$ cat src/rtl/dds_oscillator_if.sv
// Purpose : tone-control and DAC-sample bundle between a controller and dds_oscillator.
// Latency : none, this is wiring only.
// Backpressure : none. The sample side is a strobe-only stream, and the DAC must take every strobe.
//
// Signals (the names match the block's datasheet port names):
//   PHASE_INC  tuning word, added to the phase once per sample
//   WAVE_SEL   00 saw, 01 square, 10 triangle, 11 silence
//   GATE_IN    note on (1) / note off (0)
//   GAIN_IN    8-bit output gain, present only with DDS_OSC_GAIN_EN defined
//   DATA_OUT   12-bit offset-binary sample to the DAC
//   SAMPLE_STB one-cycle pulse when DATA_OUT takes a new value
//   BUSY       tone is running or ramping down
interface dds_oscillator_if #(
  parameter int PHASE_W = 24
);
  logic [PHASE_W-1:0] PHASE_INC;
  logic [1:0]         WAVE_SEL;
  logic               GATE_IN;
`ifdef DDS_OSC_GAIN_EN
  logic [7:0]         GAIN_IN;
`endif
  logic [11:0]        DATA_OUT;
  logic               SAMPLE_STB;
  logic               BUSY;

`ifdef DDS_OSC_GAIN_EN
  modport master (
    output PHASE_INC, WAVE_SEL, GATE_IN, GAIN_IN,
    input  DATA_OUT, SAMPLE_STB, BUSY
  );
  modport slave (
    input  PHASE_INC, WAVE_SEL, GATE_IN, GAIN_IN,
    output DATA_OUT, SAMPLE_STB, BUSY
  );
`else
  modport master (
    output PHASE_INC, WAVE_SEL, GATE_IN,
    input  DATA_OUT, SAMPLE_STB, BUSY
  );
  modport slave (
    input  PHASE_INC, WAVE_SEL, GATE_IN,
    output DATA_OUT, SAMPLE_STB, BUSY
  );
`endif
endinterface

$ cat src/rtl/dds_oscillator.sv
// Purpose : DDS tone source. A phase accumulator steps once per sample tick, and a wave
//           shaper maps it to a 12-bit offset-binary sample for the SPI DAC. A gate-driven
//           FSM starts the tone and ramps the output back to midscale on release.
// Latency : a sample appears 1 cycle after its tick, or 2 cycles with DDS_OSC_GAIN_EN.
// Backpressure : none. SAMPLE_STB fires on every tick, including in IDLE, where the sample is 12'h800.
//
// Ports:
//   CLK_IN  system clock (single domain)
//   RST_IN  synchronous reset, active-high. It overrides everything, including a tone in progress.
//   bus     dds_oscillator_if.slave: PHASE_INC, WAVE_SEL, GATE_IN, [GAIN_IN] in;
//           DATA_OUT, SAMPLE_STB, BUSY out
// Option  : DDS_OSC_GAIN_EN adds GAIN_IN and a gain stage with one extra register.
//           The gain is 12'h800 + ((s - 2048) * GAIN_IN) >>> 8.
module dds_oscillator #(
  parameter int SAMPLE_DIV = 1134,
  parameter int PHASE_W    = 24,
  parameter int RAMP_STEP  = 16
) (
  input  logic            CLK_IN,
  input  logic            RST_IN,
  dds_oscillator_if.slave bus
);

  localparam int              CNT_W    = (SAMPLE_DIV > 1) ? $clog2(SAMPLE_DIV) : 1;
  localparam logic [CNT_W-1:0] CNT_LAST = CNT_W'(SAMPLE_DIV - 1);
  localparam logic [11:0]     MID      = 12'h800;
  localparam logic [11:0]     STEP     = 12'(RAMP_STEP);

  typedef enum logic [1:0] {
    ST_IDLE    = 2'd0,
    ST_RUN     = 2'd1,
    ST_RELEASE = 2'd2
  } state_e;

  logic [CNT_W-1:0]   cnt_q, cnt_d;
  state_e             state_q, state_d;
  logic [PHASE_W-1:0] phase_q, phase_d;
  logic [11:0]        samp_q, samp_d;   // pre-gain sample; the release ramp works on this
  logic               stb_q, stb_d;
  logic               busy_q, busy_d;

  logic               tick;
  logic [11:0]        wave_now;
  logic [11:0]        wave_zero;
  logic [11:0]        ramp_v;

  // Maps the top 12 phase bits to the selected waveform.
  function automatic logic [11:0] wave_f(input logic [11:0] p, input logic [1:0] sel);
    logic [11:0] dbl;
    dbl = {p[10:0], 1'b0};
    case (sel)
      2'b00:   return p;
      2'b01:   return p[11] ? 12'hFFF : 12'h000;
      2'b10:   return p[11] ? ~dbl : dbl;
      default: return MID;
    endcase
  endfunction

  // Moves one step toward midscale. The step is clamped so it never overshoots 12'h800.
  function automatic logic [11:0] ramp_f(input logic [11:0] v);
    logic [12:0] up;
    logic [11:0] gap;
    up  = {1'b0, v} + {1'b0, STEP};
    gap = v - MID;
    if (v < MID) begin
      return (up >= {1'b0, MID}) ? MID : up[11:0];
    end else if (gap <= STEP) begin
      return MID;
    end else begin
      return v - STEP;
    end
  endfunction

  assign tick = (cnt_q == CNT_LAST);

  always_comb begin
    cnt_d     = tick ? '0 : cnt_q + CNT_W'(1);
    state_d   = state_q;
    phase_d   = phase_q;
    samp_d    = samp_q;
    stb_d     = tick;
    wave_now  = wave_f(phase_q[PHASE_W-1 -: 12], bus.WAVE_SEL);
    wave_zero = wave_f(12'h000, bus.WAVE_SEL);
    ramp_v    = ramp_f(samp_q);

    if (tick) begin
      case (state_q)
        ST_IDLE: begin
          if (bus.GATE_IN) begin
            state_d = ST_RUN;
            samp_d  = wave_zero;
            phase_d = bus.PHASE_INC;
          end else begin
            samp_d  = MID;
          end
        end
        ST_RUN: begin
          if (bus.GATE_IN) begin
            samp_d  = wave_now;
            phase_d = phase_q + bus.PHASE_INC;
          end else begin
            // The note-off tick already applies the first ramp step.
            // If that step lands on midscale, the FSM goes straight to IDLE.
            samp_d = ramp_v;
            if (ramp_v == MID) begin
              state_d = ST_IDLE;
              phase_d = '0;
            end else begin
              state_d = ST_RELEASE;
            end
          end
        end
        ST_RELEASE: begin
          if (bus.GATE_IN) begin
            state_d = ST_RUN;
            samp_d  = wave_zero;
            phase_d = bus.PHASE_INC;
          end else begin
            samp_d = ramp_v;
            if (ramp_v == MID) begin
              state_d = ST_IDLE;
              phase_d = '0;
            end
          end
        end
        default: begin
          state_d = ST_IDLE;
          samp_d  = MID;
          phase_d = '0;
        end
      endcase
    end

    // BUSY follows the next state, so it changes on the same edge as the strobe.
    busy_d = (state_d != ST_IDLE);
  end

  always_ff @(posedge CLK_IN) begin
    if (RST_IN) begin
      cnt_q   <= '0;
      state_q <= ST_IDLE;
      phase_q <= '0;
      samp_q  <= MID;
      stb_q   <= 1'b0;
      busy_q  <= 1'b0;
    end else begin
      cnt_q   <= cnt_d;
      state_q <= state_d;
      phase_q <= phase_d;
      samp_q  <= samp_d;
      stb_q   <= stb_d;
      busy_q  <= busy_d;
    end
  end

`ifdef DDS_OSC_GAIN_EN
  // Gain stage. GAIN_IN is captured on the same tick as the sample. One register
  // after that, the scaled sample and its delayed strobe and BUSY appear together.
  logic [7:0]         gain_q, gain_d;
  logic [11:0]        out_q, out_d;
  logic               stb2_q, stb2_d;
  logic               busy2_q, busy2_d;
  logic signed [12:0] cen;
  logic signed [21:0] prod;

  always_comb begin
    gain_d  = tick ? bus.GAIN_IN : gain_q;
    cen     = $signed({1'b0, samp_q}) - 13'sd2048;
    prod    = 22'(cen) * $signed({14'd0, gain_q});
    // The true result lies inside 0..4095, so adding modulo 2^12 is exact.
    out_d   = 12'(prod >>> 8) + MID;
    stb2_d  = stb_q;
    busy2_d = busy_q;
  end

  always_ff @(posedge CLK_IN) begin
    if (RST_IN) begin
      gain_q  <= '0;
      out_q   <= MID;
      stb2_q  <= 1'b0;
      busy2_q <= 1'b0;
    end else begin
      gain_q  <= gain_d;
      out_q   <= out_d;
      stb2_q  <= stb2_d;
      busy2_q <= busy2_d;
    end
  end

  assign bus.DATA_OUT   = out_q;
  assign bus.SAMPLE_STB = stb2_q;
  assign bus.BUSY       = busy2_q;
`else
  assign bus.DATA_OUT   = samp_q;
  assign bus.SAMPLE_STB = stb_q;
  assign bus.BUSY       = busy_q;
`endif

endmodule
$ cat src/flat_wrapper.sv
// flat-port wrapper written by rule: the top's interface ports become plain ports
module dds_oscillator_flat 
#(
  parameter int SAMPLE_DIV = 1134,
  parameter int PHASE_W    = 24,
  parameter int RAMP_STEP  = 16
)
  (CLK_IN, RST_IN, bus_PHASE_INC, bus_WAVE_SEL, bus_GATE_IN, bus_DATA_OUT, bus_SAMPLE_STB, bus_BUSY);
  dds_oscillator_if #(.PHASE_W(PHASE_W)) bus_i ();
  input  logic CLK_IN;
  input  logic RST_IN;
  input wire logic [$bits(bus_i.PHASE_INC)-1:0] bus_PHASE_INC;
  input wire logic [$bits(bus_i.WAVE_SEL)-1:0] bus_WAVE_SEL;
  input wire logic [$bits(bus_i.GATE_IN)-1:0] bus_GATE_IN;
  output wire logic [$bits(bus_i.DATA_OUT)-1:0] bus_DATA_OUT;
  output wire logic [$bits(bus_i.SAMPLE_STB)-1:0] bus_SAMPLE_STB;
  output wire logic [$bits(bus_i.BUSY)-1:0] bus_BUSY;
  assign bus_i.PHASE_INC = bus_PHASE_INC;
  assign bus_i.WAVE_SEL = bus_WAVE_SEL;
  assign bus_i.GATE_IN = bus_GATE_IN;
  assign bus_DATA_OUT = bus_i.DATA_OUT;
  assign bus_SAMPLE_STB = bus_i.SAMPLE_STB;
  assign bus_BUSY = bus_i.BUSY;
  dds_oscillator #(.SAMPLE_DIV(SAMPLE_DIV), .PHASE_W(PHASE_W), .RAMP_STEP(RAMP_STEP)) u_core (.CLK_IN(CLK_IN), .RST_IN(RST_IN), .bus(bus_i));
endmodule
$ cat config.mk
export PLATFORM = sky130hd
export DESIGN_NAME = dds_oscillator_flat
export DESIGN_NICKNAME = d
export VERILOG_FILES = /design/src/rtl/dds_oscillator_if.sv /design/src/rtl/dds_oscillator.sv /design/src/flat_wrapper.sv
export SDC_FILE = /design/constraint.sdc
export NUM_CORES = 1
export LEC_CHECK = 0
export CAP_MARGIN = 10
export CELL_PAD_IN_SITES_DETAIL_PLACEMENT = 1
export CELL_PAD_IN_SITES_GLOBAL_PLACEMENT = 2
export CORE_ASPECT_RATIO = 0.6
export CORE_MARGIN = 2
export CORE_UTILIZATION = 36
export DETAILED_ROUTE_END_ITERATION = 10
export PLACE_DENSITY = 0.84
export SETUP_SLACK_MARGIN = 0.5
export SLEW_MARGIN = 20
export SYNTH_ARGS = -nofsm -noshare
export SYNTH_HDL_FRONTEND = slang
export SYNTH_SLANG_ARGS = --single-unit
$ cat constraint.sdc
create_clock -name CLK_IN -period 6.45 [get_ports CLK_IN]
set_input_delay 1.29 -clock CLK_IN [delete_from_list [all_inputs] [get_ports CLK_IN]]
set_output_delay 1.29 -clock CLK_IN [all_outputs]
set_load 0.03 [all_outputs]
==> metrics <==
# clock sinks=51; CTS tree=built; WL/cell=20.3 um; worst vdd rail ir drop=approximately 0.14 mV; port buffer count=42; Slew @ Worst Pin=1.02 ns; Placeable Area=approximately 0.012 mm^2; Mapped Area=0.00434 mm^2; cells after synthesis=584; Clock transition at path regs=roughly 0.070 ns; final setup TNS=0 ns; RSZ-0062 raised after global routing=no; fraction of layout cells with a size suffix above 1=0.0475; # IOs=43; Area Growth Syn to Fin=16.3%; cts hold-fix bufs=0; crit-path max FO=3; fmax=235 MHz; Slew HR=0.318; detailed-route via count=4582; multi-input logic area=between 0.003 and 0.004 mm^2; Synth cell types=just under 80; Starting Density=0.365; vias per cell=5.90; Syn Nets=between 600 and 700; outcome=finished clean; CTS resizes=0; worst slack, placed=1.90 ns; HPWL after DPL=between 10000 and 15000 um; Final Non-Filler Cells=776; CP Data Required Time=6.64 ns; first-pass GRT wire length=24900 um; EDFF count, synth=0; CP Class=input port to register; Leakage=1.90 nW; skew final=0.00792 ns; Iteration-0 DRC Markers=roughly 330; fin crit period=between 4 and 5 ns; initial antenna violation count=0; ANT cells=0; Post-synth top cells=nand2_1 (68), nor2_1 (57), o21ai_0 (53), dfxtp_1 (51), a21oi_1 (48); DRC=0; most frequent cell after synthesis=nand2_1; CP Capture Type=register; Placed Area=around 0.0049 mm^2; Total Routing Usage GR=0.244; worst skew pair latency=0.30 ns; Final Hold Vio Count=0; Final Cell Area=0.00505 mm^2; CTS buffer count=5; GRT Residual Overflow=0; top cell type by total area after synthesis=dfxtp_1; Final setup violation count=0; critical path arrival=4.45 ns; fill cell count=1504; die span in y=89.1 um; warnings from Yosys=0; # H-tree levels=2; Slew Limit Fails=0; ys async rst share=0; die width=~150 um; WL final=15800 um; fin nets=about 670; CTS Buffer Depth=2; gpl congestion=0.886; Root Buffer=clkbuf_16; synthesized area per cell=between 7 and 8 um^2; First-pass DRT Iterations=5; post-route ant nets=0; Seq. cell area=0.00102 mm^2; Max-Cap Viols=0; pin count of the biggest net entering global routing=28; synth top area cells=dfxtp_1 (24%), ha_1 (8.1%), o21ai_0 (6.1%); Placed Cells=768; Die ar.=0.0130 mm^2; Post-CTS Setup Bufs=0; top-area cell type share of the netlist area=0.235; Hold Crit Class=register to register; Yosys reg bits=51; period utilization=0.661; vias in the first global route=between 4000 and 5000; Cell Pwr Density=142 mW/mm^2; Top FF cell, synth=dfxtp_1; sequential share of the synthesized area=0.235; worst setup margin=2.19 ns; cell row count=31; crit start category=input port
[worst max-delay path, cell delays in order]
cell,delay (ns)
clkdlybuf4s50_1,0.42
ha_1,0.25
fa_1,0.44
a211oi_1,0.36
o21ai_0,0.26
a22oi_1,0.40
o21bai_1,0.18
o41a_1,0.37
a31oi_1,0.21
xor2_1,0.16
o21ai_0,0.10
[sequential cells by signal (all words and copies together), names as in the netlist]
signal and count:
u_core.bus.BUSY 1, u_core.bus.SAMPLE_STB 1, u_core.phase_q 24, u_core.cnt_q 11, u_core.state_q 2, u_core.bus.DATA_OUT 12
[cell type report]
class	instances	area share
Tap cell	165	0.0409
Clock inverter	3	0.00868
Inverter	17	0.0126
Multi-Input combinational cell	491	0.624
Clock buffer	5	0.0248
Sequential cell	51	0.202
Timing Repair Buffer	44	0.0863
[per-layer routing]
layer,global-route usage,up-vias,part of all wire
met4,0.0383,0,0.0059
met2,0.367,98,0.41
met5,0,-,0
met3,0.0668,10,0.062
met1,0.355,2264,0.53
li1,-,2210,-
[through the flow]
stage                     utilization  power (mW)  hold WS (ns)
after CTS                       0.424       0.722         0.476
after global routing            0.424       0.746         0.512
after detailed placement        0.410       0.407         0.462
after global placement          0.410       0.404         0.435
after floorplan                     -       0.370         0.420
final                           0.424       0.718         0.465
[kinds of logic (layout without fill, tap and decap cells)]
family | after synthesis | in the layout | synth area share
and+or+nand+nor | 220 | 220 | 0.254
xor gates and xnor gates | 30 | 30 | 0.0605
AOI/OAI and AO/OA | 207 | 207 | 0.314
adders and majority gates | 29 | 29 | 0.0853
DFF | 51 | 51 | 0.235
buffers and inverters | 42 | 69 | 0.0389
muxes | 5 | 5 | 0.0121
[power by group]
part           leakage [nW]  total, mW  switching (mW)  internal [mW]
clock                0.0838      0.317           0.133          0.184
combinational          1.41     0.0838          0.0486         0.0353
sequential            0.411      0.318         0.00163          0.316
total                  1.90      0.718           0.184          0.535
[path summary, 6_finish.rpt]
check / startpoint / end / slack [ns] / cells after the start
worst max-delay path: bus_PHASE_INC[0] / u_core.phase_q[22] / 2.19 / 11
worst min register to register: u_core.phase_q[7] / u_core.phase_q[7] / 0.47 / 2
worst max register to register: u_core.state_q[0] / u_core.phase_q[15] / 2.65 / 7
worst min-delay path: u_core.phase_q[7] / u_core.phase_q[7] / 0.47 / 2
[placed cells by master, fill, tap and decap left out, types with 3 or more instances in the layout]
master and count:
nor3b_1 3, o22ai_1 3, o21ai_1 3, xor2_1 21
nor2b_1 11, inv_1 16, o211ai_1 7, clkbuf_16 5
nand3b_1 3, or3_1 6, a21oi_1 48, a41oi_1 3
o21bai_1 7, and3_1 8, a31oi_1 12, nor2_1 57
o21ai_0 53, a21o_1 9, nand2b_1 8, ha_1 28
o31ai_1 3, xnor2_1 9, a22o_1 3, nor3_1 9
nand3_1 17, o21a_1 6, a2bb2oi_1 3, mux2i_1 3
nand2_1 68, a211oi_1 7, clkdlybuf4s50_1 42, dfxtp_1 51
and2_1 3, a22oi_1 16, nand4_1 8
No activity file was read; power rests on OpenSTA's default activity.
